==> src/rtl/arb_pkg.sv <==
// +-------------------------------------------------------------------+
// | arb_pkg : shared types, sizes and helpers for rr_grant_arbiter16  |
// | Revision 1.0                                                      |
// +-------------------------------------------------------------------+
`default_nettype none

package arb_pkg;

  localparam int NUM_REQ = 16;
  localparam int IDX_W   = 4;
  localparam int HOLD_W  = 16;

  typedef enum logic {
    IDLE  = 1'b0,
    GRANT = 1'b1
  } arb_state_e;

  // Assumes a one-hot or all-zero input; all-zero maps to index 0.
  function automatic logic [IDX_W-1:0] onehot_to_idx(input logic [NUM_REQ-1:0] oh);
    logic [IDX_W-1:0] idx;
    idx = '0;
    for (int i = 0; i < NUM_REQ; i++) begin
      if (oh[i]) idx = idx | IDX_W'(i);
    end
    return idx;
  endfunction

endpackage

`default_nettype wire

==> src/rtl/rr_grant_arbiter16_pick.sv <==
// +-------------------------------------------------------------------+
// | rr_pick16 : combinational round-robin pick (first set from ptr)   |
// | Revision 1.0                                                      |
// +-------------------------------------------------------------------+
`default_nettype none

module rr_pick16
  import arb_pkg::*;
(
  input  logic [NUM_REQ-1:0] req,
  input  logic [IDX_W-1:0]   ptr,
  output logic [NUM_REQ-1:0] pick_oh,
  output logic [IDX_W-1:0]   pick_idx,
  output logic               any
);

  logic [2*NUM_REQ-1:0] req_dbl;
  logic [NUM_REQ-1:0]   req_rot;
  logic [IDX_W-1:0]     ffs_idx;

  always_comb begin
    req_dbl = {req, req};
    // req_rot[i] = req[(ptr + i) mod 16]
    req_rot = req_dbl[{1'b0, ptr} +: NUM_REQ];
    ffs_idx = '0;
    for (int i = NUM_REQ - 1; i >= 0; i--) begin
      if (req_rot[i]) ffs_idx = IDX_W'(i);
    end
    any      = |req;
    pick_idx = any ? IDX_W'(ffs_idx + ptr) : '0;
    pick_oh  = any ? (NUM_REQ'(1) << pick_idx) : '0;
  end

endmodule

`default_nettype wire

==> src/rtl/rr_grant_arbiter16.sv <==
// +-------------------------------------------------------------------+
// | rr_grant_arbiter16 : registered 16-way round-robin grant arbiter  |
// | Optional owner timeout via macro ARB_TIMEOUT_EN. Revision 1.0     |
// +-------------------------------------------------------------------+
`default_nettype none

module rr_grant_arbiter16
  import arb_pkg::*;
#(
  parameter int unsigned MAX_HOLD = 64
) (
  input  logic               clk,
  input  logic               rstn,
  input  logic [NUM_REQ-1:0] req,
  output logic [NUM_REQ-1:0] gnt,
  output logic               gnt_valid,
  output logic [IDX_W-1:0]   gnt_idx,
  output logic               preempt
);

  if (MAX_HOLD < 2 || MAX_HOLD > 65535) begin : g_max_hold_check
    $error("MAX_HOLD out of range 2..65535");
  end

  arb_state_e         state_q, state_d;
  logic [IDX_W-1:0]   ptr_q, ptr_d;
  logic [NUM_REQ-1:0] gnt_q, gnt_d;
  logic [IDX_W-1:0]   gnt_idx_q, gnt_idx_d;
  logic               gnt_valid_q, gnt_valid_d;

  logic [NUM_REQ-1:0] pick_req;
  logic [IDX_W-1:0]   pick_ptr;
  logic [NUM_REQ-1:0] pick_oh;
  logic [IDX_W-1:0]   pick_idx;
  logic               pick_any;
  logic               owner_release;
  logic [IDX_W-1:0]   next_ptr;

`ifdef ARB_TIMEOUT_EN
  localparam logic [HOLD_W-1:0] HOLD_LAST = HOLD_W'(MAX_HOLD - 1);
  logic [HOLD_W-1:0] hold_q, hold_d;
  logic              preempt_q, preempt_d;
`endif

  // While granted, the owner is masked out so a timeout never re-picks it.
  assign next_ptr      = IDX_W'(gnt_idx_q + IDX_W'(1));
  assign pick_req      = (state_q == GRANT) ? (req & ~gnt_q) : req;
  assign pick_ptr      = (state_q == GRANT) ? next_ptr : ptr_q;
  assign owner_release = (state_q == GRANT) && ((req & gnt_q) == '0);

  rr_pick16 u_pick (
    .req      (pick_req),
    .ptr      (pick_ptr),
    .pick_oh  (pick_oh),
    .pick_idx (pick_idx),
    .any      (pick_any)
  );

  always_comb begin
    state_d = state_q;
    ptr_d   = ptr_q;
    gnt_d   = gnt_q;
`ifdef ARB_TIMEOUT_EN
    hold_d    = hold_q;
    preempt_d = 1'b0;
`endif
    unique case (state_q)
      IDLE: begin
        if (pick_any) begin
          gnt_d   = pick_oh;
          state_d = GRANT;
`ifdef ARB_TIMEOUT_EN
          hold_d  = '0;
`endif
        end
      end
      GRANT: begin
        if (owner_release) begin
          ptr_d = next_ptr;
          if (pick_any) begin
            gnt_d = pick_oh;
`ifdef ARB_TIMEOUT_EN
            hold_d = '0;
`endif
          end else begin
            gnt_d   = '0;
            state_d = IDLE;
          end
        end
`ifdef ARB_TIMEOUT_EN
        else if (hold_q == HOLD_LAST && pick_any) begin
          ptr_d     = next_ptr;
          gnt_d     = pick_oh;
          hold_d    = '0;
          preempt_d = 1'b1;
        end else if (hold_q != HOLD_LAST) begin
          hold_d = hold_q + HOLD_W'(1);
        end
`endif
      end
      default: begin
        state_d = IDLE;
        gnt_d   = '0;
      end
    endcase
    gnt_idx_d   = onehot_to_idx(gnt_d);
    gnt_valid_d = |gnt_d;
  end

  always_ff @(posedge clk or negedge rstn) begin
    if (!rstn) begin
      state_q     <= IDLE;
      ptr_q       <= '0;
      gnt_q       <= '0;
      gnt_idx_q   <= '0;
      gnt_valid_q <= 1'b0;
`ifdef ARB_TIMEOUT_EN
      hold_q      <= '0;
      preempt_q   <= 1'b0;
`endif
    end else begin
      state_q     <= state_d;
      ptr_q       <= ptr_d;
      gnt_q       <= gnt_d;
      gnt_idx_q   <= gnt_idx_d;
      gnt_valid_q <= gnt_valid_d;
`ifdef ARB_TIMEOUT_EN
      hold_q      <= hold_d;
      preempt_q   <= preempt_d;
`endif
    end
  end

  assign gnt       = gnt_q;
  assign gnt_idx   = gnt_idx_q;
  assign gnt_valid = gnt_valid_q;
`ifdef ARB_TIMEOUT_EN
  assign preempt   = preempt_q;
`else
  assign preempt   = 1'b0;
`endif

endmodule

`default_nettype wire
==> config.mk <==
export PLATFORM = sky130hd
export DESIGN_NAME = rr_grant_arbiter16
export DESIGN_NICKNAME = d
export VERILOG_FILES = /design/src/rtl/arb_pkg.sv /design/src/rtl/rr_grant_arbiter16_pick.sv /design/src/rtl/rr_grant_arbiter16.sv
export SDC_FILE = /design/constraint.sdc
export NUM_CORES = 1
export LEC_CHECK = 0
export ABC_AREA = 1
export BUFFER_PORTS_ARGS = -buffer_cell sky130_fd_sc_hd__buf_4
export CAP_MARGIN = 20
export CORE_ASPECT_RATIO = 2
export CORE_UTILIZATION = 40
export CTS_BUF_LIST = sky130_fd_sc_hd__clkbuf_8
export DETAILED_ROUTE_END_ITERATION = 16
export GPL_TIMING_DRIVEN = 0
export PLACE_DENSITY = 0.66
export SLEW_MARGIN = 30
export SYNTH_ARGS = -nofsm -noshare
export SYNTH_HDL_FRONTEND = slang
export SYNTH_HIERARCHICAL = 1
export SYNTH_SLANG_ARGS = --single-unit
==> constraint.sdc <==
create_clock -name clk -period 9.98 [get_ports clk]
set_input_delay 0.499 -clock clk [delete_from_list [all_inputs] [get_ports clk]]
set_output_delay 0.499 -clock clk [all_outputs]
set_load 0.005 [all_outputs]
==> impl_metrics.yaml <==
status:
  outcome: "finished, final reports clean"
timing:
  finalMaxSlewViolations: 0
  timing.setup.tns_ns: 0
  hold_viol: 0
  period_share_pct: 58.3
  worst_slew_pin_slew_ns: 0.755
  relSlewSlack_pct: 49.2
  setup_ws_ns: 4.16
  period_minus_slack_ns: 5.82
  finalSetupViolations: 0
  fin_skew_ns: 0.00593
  fmax_ghz: 0.172
  rsz0062_at_grt: "false"
critical_path:
  setup.worst_path.class: "reg -> reg"
  crit_arrival_ns: 6.00
  crit_path_end_kind: "register"
  crit_slowest_cell: "clkbuf_1"
  crit_top_cell: "nand2_1"
  start_kind: "register"
  cp_top_family: "simple AND/OR/NAND/NOR gates"
  required_ns: 10.16
  path_max_fanout: 10
  path_buf_inv: 8
  crit_path_max_incr_delay_ns: 0.45
synth:
  syn_area_sq_mm: 0.00314
  synth_warnings: 6
  syn_area_per_cell_sq_um: 6.10
  synthCells: 515
  syn_nets: 538
finish:
  fin_nets: 581
  seqCellArea_sq_um: 651
  layout-drive-gt1-share_pct: 22.4
  syn_to_final_growth_pct: 15.1
  multi_input_area_sq_mm: 0.00218
  num-fill-cells: 856
  final_cells: 651
  n_antenna_cell: 0
route:
  wire_per_inst_microns: 16.0
  ant_nets: 0
  drt_iter0_markers: 118
  vias: 3565
  vias_per_cell: 5.48
  drc: 0
  wl_microns: 10400
  drtPass1Iterations: 4
grt:
  grt_pass1_wl_microns: 16800
  antenna_found_initial: 0
  grt_usage_pct: 27.1
  grt_start_max_net_pins: 27
  grt_pass1_vias: 3593
  gr-total-overflow: 0
floorplanning:
  initial_core_util_pct: 41.3
  die_w_microns: 64.7
  fp.dieH_microns: 127
  rows: 45
  die_area_sq_mm: 0.00824
  ios: 40
  core_sq_mm: 0.00760
placed_design:
  dp_hpwl_microns: 8970
  port-buffer-count: 38
  post-place-ws_ns: 4.22
  dp.cells: 647
  place_congestion: 0.967
clocking:
  htree_levels: 1
  worstSkewPairLatency_ns: 0.28
  clock-sinks: 26
  cts_tree: "done"
  cts_inserted_buffers: 3
  ctsHoldBuffers: 0
  cts_resized: 0
  post_cts_buffers: 0
  path_clk_slew_ns: 0.09
  cts_root_buf: "clkbuf_8"
  cts_buffer_depth: 2
job:
  max-cap-violations: 0
min_path:
  hold_class: "in -> async"
## worst paths after layout
path                           from          to  slack, ns  cells past startpoint
max                         state_q   gnt_valid       4.16                     38
min                            rstn  gnt_idx[2]       0.10                      1
max reg2reg                 state_q   gnt_valid       4.16                     38
min reg2reg                ptr_q[0]    ptr_q[0]       0.51                      2
max in group asynchronous      rstn     gnt[10]       9.62                      1
min in group clk           ptr_q[0]    ptr_q[0]       0.51                      2
## state kept, by name (all words and copies together) (netlist names)
name       cells
gnt           16
gnt_valid      1
ptr_q          4
state_q        1
gnt_idx        4
## layout by cell type (no fill, tap or decap), drive strengths merged, types with 3 or more instances in the layout
cell,count
clkbuf,7
ha,4
buf,56
nor2,42
nand4,5
nand3,101
dfrtp,26
xor2,3
inv,43
nor3,4
nand2,206
o21ai,22
a21boi,17
a21oi,5
## cell type report
class	count	area share [%]
multi-input combinational	424	60.3
sequential	26	18.0
timing repair buffer	38	7.89
inverter	43	4.81
buffer	22	3.77
tap	94	3.25
clock buffer	3	1.14
clock inverter	1	0.830
## routing by layer
layer | up-vias | part of all wire, % | track usage [%] | wire, microns
met5 | - | 0 | 0 | 0
met4 | 0 | 10 | 27.5 | 1040
met3 | 69 | 3.2 | 3.21 | 333
met2 | 112 | 55 | 51.3 | 5790
met1 | 1623 | 31 | 22.4 | 3270
li1 | 1761 | - | - | -
## stage by stage
stage / hold slack (ns) / utilization, % / area, sq um
final: 0.103 / 47.6 / 3620
after CTS: 0.112 / 47.6 / 3620
after global routing: 0.126 / 47.6 / 3620
after detailed placement: 0.428 / 46.7 / 3550
after floorplan: 0.203 / - / 3140
after global placement: 0.425 / 46.7 / 3550
Power is not shown: default switching activity piles up to over one toggle a cycle in this logic, so the estimate is an artifact.
